==> src/rtl/gstmcu_pkg.sv <==
// Shared definitions for the GSTMCU sound-DMA block: register word indices,
// control bit positions, the address-generator state type and a byte-lane helper.
package gstmcu_pkg;

    localparam logic [3:0] REG_CTRL     = 4'd0;
    localparam logic [3:0] REG_START_HI = 4'd1;
    localparam logic [3:0] REG_START_MI = 4'd2;
    localparam logic [3:0] REG_START_LO = 4'd3;
    localparam logic [3:0] REG_CNT_HI   = 4'd4;
    localparam logic [3:0] REG_CNT_MI   = 4'd5;
    localparam logic [3:0] REG_CNT_LO   = 4'd6;
    localparam logic [3:0] REG_END_HI   = 4'd7;
    localparam logic [3:0] REG_END_MI   = 4'd8;
    localparam logic [3:0] REG_END_LO   = 4'd9;

    localparam int CTRL_SNDON = 0;
    localparam int CTRL_SFREP = 1;

    typedef enum logic [1:0] {
        ST_IDLE = 2'd0,
        ST_LOAD = 2'd1,
        ST_RUN  = 2'd2,
        ST_FEND = 2'd3
    } snd_state_t;

    // Pick one byte of a 24-bit byte address: lane 2 = hi, 1 = mid, 0 = lo.
    function automatic logic [7:0] lane_byte(input logic [23:0] addr, input logic [1:0] lane);
        logic [7:0] b;
        case (lane)
            2'd2:    b = addr[23:16];
            2'd1:    b = addr[15:8];
            default: b = addr[7:0];
        endcase
        return b;
    endfunction

endpackage

==> src/rtl/snd_addr_reg.sv <==
// Three-lane (hi/mid/lo) CPU-writable word address register.
// Each lane is written independently; lo bit0 does not exist (word aligned).
module snd_addr_reg
    import gstmcu_pkg::*;
#(
    parameter int AW = 21
) (
    input  logic            clk32,
    input  logic            porb,
    input  logic            we_hi,
    input  logic            we_mid,
    input  logic            we_lo,
    input  logic [AW-16:0]  hi_din,
    input  logic [7:0]      mid_din,
    input  logic [7:1]      lo_din,
    output logic [AW:1]     addr
);

    // Byte-lane writes into the stored address.
    always_ff @(posedge clk32 or negedge porb) begin
        if (!porb) begin
            addr <= '0;
        end else begin
            if (we_hi)  addr[AW:16] <= hi_din;
            if (we_mid) addr[15:8]  <= mid_din;
            if (we_lo)  addr[7:1]   <= lo_din;
        end
    end

endmodule

==> src/rtl/snd_dma_addr.sv <==
// STE sound-DMA address generator: control/start/end registers, the live
// sound address counter and the frame load/run/end/repeat sequencing.
module snd_dma_addr
    import gstmcu_pkg::*;
#(
    parameter int AW = 21
) (
    input  logic        clk32,
    input  logic        porb,
    input  logic        bus_cs,
    input  logic        bus_we,
    input  logic [3:0]  bus_addr,
    input  logic [7:0]  bus_din,
    output logic [7:0]  bus_dout,
    input  logic        snd_adv,
    output logic [AW:1] snd,
    output logic [AW:1] sft,
    output logic        sndon,
    output logic        sfrep,
    output logic        frame_irq
);

    snd_state_t  state;
    snd_state_t  next_state;
    logic        wr;
    logic        rd;
    logic        wr_ctrl;
    logic        stop_req;
    logic        load_en;
    logic        inc_en;
    logic        clr_on;
    logic [AW:1] start_addr;
    logic [AW:1] end_addr;
    logic [23:0] start24;
    logic [23:0] end24;
    logic [23:0] snd24;

    assign wr       = bus_cs & bus_we;
    assign rd       = bus_cs & ~bus_we;
    assign wr_ctrl  = wr && (bus_addr == REG_CTRL);
    assign stop_req = wr_ctrl && !bus_din[CTRL_SNDON];

    snd_addr_reg #(.AW(AW)) u_start (
        .clk32   (clk32),
        .porb    (porb),
        .we_hi   (wr && (bus_addr == REG_START_HI)),
        .we_mid  (wr && (bus_addr == REG_START_MI)),
        .we_lo   (wr && (bus_addr == REG_START_LO)),
        .hi_din  (bus_din[AW-16:0]),
        .mid_din (bus_din),
        .lo_din  (bus_din[7:1]),
        .addr    (start_addr)
    );

    snd_addr_reg #(.AW(AW)) u_end (
        .clk32   (clk32),
        .porb    (porb),
        .we_hi   (wr && (bus_addr == REG_END_HI)),
        .we_mid  (wr && (bus_addr == REG_END_MI)),
        .we_lo   (wr && (bus_addr == REG_END_LO)),
        .hi_din  (bus_din[AW-16:0]),
        .mid_din (bus_din),
        .lo_din  (bus_din[7:1]),
        .addr    (end_addr)
    );

    // Frame sequencer state register.
    always_ff @(posedge clk32 or negedge porb) begin
        if (!porb) state <= ST_IDLE;
        else       state <= next_state;
    end

    // Next state plus load/increment/stop strobes; a stop write always beats
    // both the frame-end compare and a repeat reload.
    always_comb begin
        next_state = state;
        load_en    = 1'b0;
        inc_en     = 1'b0;
        clr_on     = 1'b0;
        case (state)
            ST_IDLE: begin
                if (wr_ctrl && bus_din[CTRL_SNDON]) next_state = ST_LOAD;
            end
            ST_LOAD: begin
                load_en    = 1'b1;
                next_state = stop_req ? ST_IDLE : ST_RUN;
            end
            ST_RUN: begin
                if (stop_req)        next_state = ST_IDLE;
                else if (snd == sft) next_state = ST_FEND;
                else if (snd_adv)    inc_en     = 1'b1;
            end
            ST_FEND: begin
                if (!stop_req && sfrep && sndon) begin
                    next_state = ST_LOAD;
                end else begin
                    next_state = ST_IDLE;
                    clr_on     = 1'b1;
                end
            end
            default: next_state = ST_IDLE;
        endcase
    end

    assign frame_irq = (state == ST_FEND);

    // Live counter and latched frame end; increment wraps modulo 2^AW.
    always_ff @(posedge clk32 or negedge porb) begin
        if (!porb) begin
            snd <= '0;
            sft <= '0;
        end else if (load_en) begin
            snd <= start_addr;
            sft <= end_addr;
        end else if (inc_en) begin
            snd <= snd + 1'b1;
        end
    end

    // Control bits; a non-repeating frame end switches the DMA off.
    always_ff @(posedge clk32 or negedge porb) begin
        if (!porb) begin
            sndon <= 1'b0;
            sfrep <= 1'b0;
        end else begin
            if (wr_ctrl) sfrep <= bus_din[CTRL_SFREP];
            if (clr_on)       sndon <= 1'b0;
            else if (wr_ctrl) sndon <= bus_din[CTRL_SNDON];
        end
    end

    assign start24 = 24'({start_addr, 1'b0});
    assign end24   = 24'({end_addr, 1'b0});
    assign snd24   = 24'({snd, 1'b0});

    // Registered read port; holds its value between read strobes.
    always_ff @(posedge clk32 or negedge porb) begin
        if (!porb) begin
            bus_dout <= 8'h00;
        end else if (rd) begin
            case (bus_addr)
                REG_CTRL:     bus_dout <= {6'b0, sfrep, sndon};
                REG_START_HI: bus_dout <= lane_byte(start24, 2'd2);
                REG_START_MI: bus_dout <= lane_byte(start24, 2'd1);
                REG_START_LO: bus_dout <= lane_byte(start24, 2'd0);
                REG_CNT_HI:   bus_dout <= lane_byte(snd24, 2'd2);
                REG_CNT_MI:   bus_dout <= lane_byte(snd24, 2'd1);
                REG_CNT_LO:   bus_dout <= lane_byte(snd24, 2'd0);
                REG_END_HI:   bus_dout <= lane_byte(end24, 2'd2);
                REG_END_MI:   bus_dout <= lane_byte(end24, 2'd1);
                REG_END_LO:   bus_dout <= lane_byte(end24, 2'd0);
                default:      bus_dout <= 8'h00;
            endcase
        end
    end

endmodule

==> config.mk <==
export PLATFORM = sky130hd
export DESIGN_NAME = snd_dma_addr
export DESIGN_NICKNAME = d
export VERILOG_FILES = /design/src/rtl/gstmcu_pkg.sv /design/src/rtl/snd_addr_reg.sv /design/src/rtl/snd_dma_addr.sv
export SDC_FILE = /design/constraint.sdc
export NUM_CORES = 1
export LEC_CHECK = 0
export CAP_MARGIN = 10
export CORE_MARGIN = 5
export CORE_UTILIZATION = 54
export DETAILED_ROUTE_END_ITERATION = 6
export HOLD_SLACK_MARGIN = 0.08
export PLACE_DENSITY = 0.79
export SKIP_LAST_GASP = 1
export SYNTH_ARGS = -nofsm -noshare
export SYNTH_HDL_FRONTEND = slang
export SYNTH_SLANG_ARGS = --single-unit
==> constraint.sdc <==
create_clock -name clk32 -period 4.5 [get_ports clk32]
set_input_delay 0.45 -clock clk32 [delete_from_list [all_inputs] [get_ports clk32]]
set_output_delay 0.45 -clock clk32 [all_outputs]
set_load 0.01 [all_outputs]
# ---- Word level (Yosys, flattened, before mapping)
# Cells that the tools add are included.
dict set report classes {
  n_mul 0
  bitwise_logic 3
  add_sub_neg 1
  shifts 0
  eq_ne 15
  n_div 0
  reduce_logical 18
  n_lt_le_gt_ge 0
  muxes 18
}
# cell count
set ops {}
lappend ops {{case mux 8 bit (10 select lines)} 1}
lappend ops {{two-way mux 21 bit} 2}
lappend ops {{adder 21 x 1 -> 21 bit, second input constant} 1}
lappend ops {{== test 21 bit} 1}
lappend ops {{== test 4 x 3 -> 1 bit, second input constant} 4}
lappend ops {{logical AND 1 bit} 11}
lappend ops {{two-way mux 1 bit} 10}
lappend ops {{== test 4 x 2 -> 1 bit, second input constant} 2}
lappend ops {{== test 4 bit, second input constant} 2}
lappend ops {{two-way mux 2 bit} 4}
lappend ops {{case mux 2 bit (4 select lines)} 1}
lappend ops {{== test 2 bit, second input constant} 2}
lappend ops {{== test 4 x 1 -> 1 bit, second input constant} 1}
lappend ops {{logical NOT 4 bit} 1}
lappend ops {{nonzero test 2 bit} 2}
lappend ops {{!= test 3 bit, second input constant} 1}
lappend ops {{AND 1 bit} 2}
lappend ops {{== test 2 x 1 -> 1 bit, second input constant} 1}
lappend ops {{logical NOT 1 bit} 2}
lappend ops {{logical NOT 2 bit} 1}
lappend ops {{!= test 2 bit, second input constant} 1}
lappend ops {{AND reduction 2 bit} 1}
lappend ops {{NOT 1 bit} 1}
dict set report totals {
  rom_bits 0
  ff_bits 96
  memories 0
  mem_bits_rw 0
  latch_bits 0
  input_bits 17
  out_inout_bits 53
  elab_cells 67
}

# ---- Logic depth before layout (Yosys ltp)
dict set report logic_depth {
  ltp_word 9
  depth_mapped 9
}

# ---- Hierarchy
# A second synthesis with hierarchy kept.
dict set report hier_totals {
  hier_cells 517
  area_unflattened_um2 5292.6
}
# module cells_per_inst seq_area_each_um2 area_per_inst_um2 instances
set by_module_without_submodules {}
lappend by_module_without_submodules {snd_dma_addr 427 1351.3 3543.4 1}
lappend by_module_without_submodules {snd_addr_reg 45 525.5 874.6 2}

# ---- Worst setup path before layout
# No wires, ideal clock.
dict set report synth_timing {
  path_kind {reg2reg}
  from {register snd[11] (netlist bit)}
  to {register snd[2] (netlist bit)}
  required_ns 4.363
  setup_time_ns 0.137
  synth_period_minus_slack_ns 2.045
  arrival_time_ns 1.908
  setup_slack_ns 2.455
  path_stages_with_launch 10
  n_path_buf 3
  path_cell_list {dfrtp_1 buf_6 xor2_1 nor4_2 nand4_2 o21ai_4 buf_6 buf_12 mux2i_1 a21oi_1}
}
dict set report synth_between {
  elab_chain_cells 5
}
# item line_no
set synth_rtl {}
lappend synth_rtl {{start: declaration} snd_dma_addr.sv:16} ;# output logic [AW:1] snd,
lappend synth_rtl {{start signal: assignment} snd_dma_addr.sv:113} ;# snd <= start_addr;
lappend synth_rtl {{start signal: assignment} snd_dma_addr.sv:116} ;# snd <= snd + 1'b1;
lappend synth_rtl {{== test 21 bit} snd_dma_addr.sv:90} ;# else if (snd == sft) next_state = ST_FEND;
lappend synth_rtl {{two-way mux 1 bit} snd_dma_addr.sv:90}
lappend synth_rtl {{two-way mux 1 bit} snd_dma_addr.sv:89} ;# if (stop_req) next_state = ST_IDLE;
lappend synth_rtl {{two-way mux 1 bit} snd_dma_addr.sv:80} ;# case (state)
lappend synth_rtl {{nonzero test 2 bit (no source line)} -}
# Every way passes these cells.
# A chain may end at the register's enable or synchronous reset.

# ---- Worst setup path in the final report
dict set report layout_timing {
  from {input port bus_addr[1]}
  to {register snd[19] (netlist bit)}
}
dict set report layout_between {
  elab_chain_cells 6
}
# item line_no
set layout_rtl {}
lappend layout_rtl {{start: declaration} snd_dma_addr.sv:12} ;# input logic [3:0] bus_addr,
lappend layout_rtl {{logical NOT 4 bit} snd_dma_addr.sv:40} ;# assign wr_ctrl = wr && (bus_addr == REG_CTRL);
lappend layout_rtl {{logical AND 1 bit} snd_dma_addr.sv:40}
lappend layout_rtl {{logical AND 1 bit} snd_dma_addr.sv:41} ;# assign stop_req = wr_ctrl && !bus_din[CTRL_SNDON];
lappend layout_rtl {{two-way mux 1 bit} snd_dma_addr.sv:89}
lappend layout_rtl {{two-way mux 1 bit} snd_dma_addr.sv:80}
lappend layout_rtl {{nonzero test 2 bit (no source line)} -}
# Every way passes these cells.

==> results_dict.tcl <==
set metrics [dict create \
    n_fill_cell 746 \
    ant_nets 0 \
    synth_largest_area_cell "dfrtp_1" \
    postLayoutCoreUtil_pct 65.4 \
    layout_common_cells "dfrtp_1 (96), nand2_1 (91), clkdlybuf4s50_1 (68), mux2_2 (46), nor2_1 (24)" \
    timing.rr.end "snd[2]$_DFFE_PN0P_" \
    ios 70 \
    drive_above_1_share_pct 15.1 \
    leakage_nw 2.56 \
    slew_violations 0 \
    hold_viol 0 \
    fin_nets 576 \
    fin_cells 692 \
    path_max_fanout 22 \
    drt_iter0_markers 401 \
    fin_total_pwr_mw 3.45 \
    gp_congestion 0.947 \
    maxCapViolCount 0 \
    cts.path.max_buffers 2 \
    hpwl_mm 11.4 \
    synth_edf_count 0 \
    criticalPathCategory "in2reg" \
    die_width_um 107 \
    start_util_pct 55.2 \
    crit_required_ps 4780 \
    core_um2 9240 \
    synth_warnings 0 \
    portBuffers 69 \
    ys_top_cells_by_area "dfrtp_1 (47%), mux2_2 (10%), nand2_1 (6.7%), xor2_1 (3.3%), a31oi_1 (2.3%)" \
    insertedDiodeCount 0 \
    grt_pass1_vias 4354 \
    clkSinkCount 96 \
    max-slew-margin-rel_pct 34.5 \
    drc 0 \
    die_area_um2 11500 \
    clock-root-buffer "clkbuf_8" \
    cts_setup_buffers 0 \
    layout_commonest_cell "dfrtp_1" \
    r2r_cells 6 \
    pwr_density_cell_nw_per_um2 570 \
    insertion_delay_ps 360 \
    synthesis.area_um2 5100 \
    grt_usage_pct 27.8 \
    worstPathArrival_ps 3100 \
    rsz0062_at_grt "no" \
    viasPerCell 6.30 \
    setup_viol 0 \
    outcome "completed" \
    end_kind "register" \
    period_needed_ps 2820 \
    tightest_slew_ps 975 \
    grt_pass1_wl_mm 24.2 \
    dr.pass1.iters 5 \
    place_inst 676 \
    die_height_um 107 \
    final.period_utilization_pct 62.7 \
    yosysSeqAreaShare_pct 47.1 \
    cts_hold_buf 0 \
    timing.rr.start "snd[9]$_DFFE_PN0P_" \
    postPlaceCellArea_um2 5830 \
    wire_per_inst_um 22.2 \
    async_flop_share_pct 100 \
    rrSetupSlack_ps 1990 \
    fmaxAchievable_mhz 355 \
    yosys.cell_types.count 58 \
    row_count 35 \
    hp-class "in2async" \
    num_vias 4361 \
    fin_area_um2 6050 \
    numCtsBuffers 9 \
    antenna_found_initial 0 \
    htree_levels 3 \
    ys.flop_type "dfrtp_1" \
    syn_inst 504 \
    grt_max_degree 60 \
    area_delta_synth_final_pct 18.5 \
    finClkSkew_ps 13.7 \
    clkTransAtPathRegs_ps 100 \
    cts_resized 0 \
    ir_drop_v 0.000371 \
    syn_area_per_cell_um2 10.1 \
    globalRoute.totalOverflow 0 \
    syn_nets 522 \
    setup.worst_path.start "bus_addr[1]" \
    cts_tree "yes" \
    finalSetupTns_ps 0 \
    wl_mm 15.4 \
    startpoint_type "input pin" \
    netlist.area_leader.share_pct 47.1 \
    synth_seq_cells 96 \
]
-- through the flow --
stage / hold slack [ps] / setup slack [ps]
finish: 120 / 1680
global route: 180 / 1480
CTS: 147 / 1710
detailed placement: 477 / 1330
global placement: 462 / 1420
floorplan: 154 / 2460
-- cell families (layout without fill, tap and decap cells) --
kind of cell	count (synthesis)	count (layout)	synth area share [%]
buffers and inverters	36	95	3.53
XOR/XNOR	21	21	3.60
AO/OA/AOI/OAI	90	90	12.7
flip-flops	96	96	47.1
adder cells (fa/ha/maj)	1	1	0.245
multiplexers	54	54	12.0
AND/OR/NAND/NOR	206	206	20.9
-- state kept, by name, summed over array words and instances (netlist names) --
| name | count |
|---|---|
| sft | 21 |
| snd | 21 |
| u_end.addr | 21 |
| u_start.addr | 21 |
| bus_dout | 8 |
| state | 2 |
| sfrep | 1 |
| sndon | 1 |
-- layout make-up --
cell class | count | area (µm²) | area share [%]
Timing Repair Buffer | 74 | 726 | 12.0
Tap cell | 129 | 161 | 2.67
Clock buffer | 11 | 131 | 2.17
Multi-Input combinational cell | 372 | 2530 | 41.8
Sequential cell | 96 | 2400 | 39.7
Clock inverter | 5 | 81.3 | 1.34
Inverter | 5 | 18.8 | 0.310
-- where the power goes --
part / switching [mW] / internal, mW / total [mW]
logic: 0.607 / 0.645 / 1.25
clock network: 0.303 / 0.314 / 0.617
registers: 0.471 / 1.11 / 1.58
-- synth_stat cells (all sizes together), types with 4 or more instances --
cell and number:
nand2b 6, a32oi 4, inv 5, nor3 9, o31ai 7, nand3 18, nand4 9, dfrtp 96
nor4 6, nor2b 8, a22o 7, mux2 46, o211ai 6, or4 11, nor2 25, o21ai 12
a31oi 19, mux2i 7, or3 7, a22oi 5, a21oi 9, a221oi 7, buf 20, nand2 91
clkbuf 11, xor2 19, or2 4
-- worst max path at each step --
stage	to	slack [ps]	cells past startpoint
final	snd[19]$_DFFE_PN0P_	1680	7
after floorplan	snd[2]$_DFFE_PN0P_	2460	9
after detailed placement	snd[5]$_DFFE_PN0P_	1330	7
after global routing	snd[19]$_DFFE_PN0P_	1480	7
after global placement	snd[19]$_DFFE_PN0P_	1420	7
after CTS	snd[19]$_DFFE_PN0P_	1710	7
-- critical path: stages --
cell and delay, ps:
clkdlybuf4s50_1 950, nor2_1 250, and3b_4 290, nor3b_4 260, o2111ai_2 250, or4_1 450, a31oi_1 180
-- layer usage --
layer,share of wire (%),up-vias,track usage [%]
met4,3.6,0,11.7
met5,0,-,0
li1,-,1947,-
met1,41,2164,38.1
met2,48,214,43.8
met3,7.4,36,4.46
Note: power is estimated with default switching activity, not from simulation.
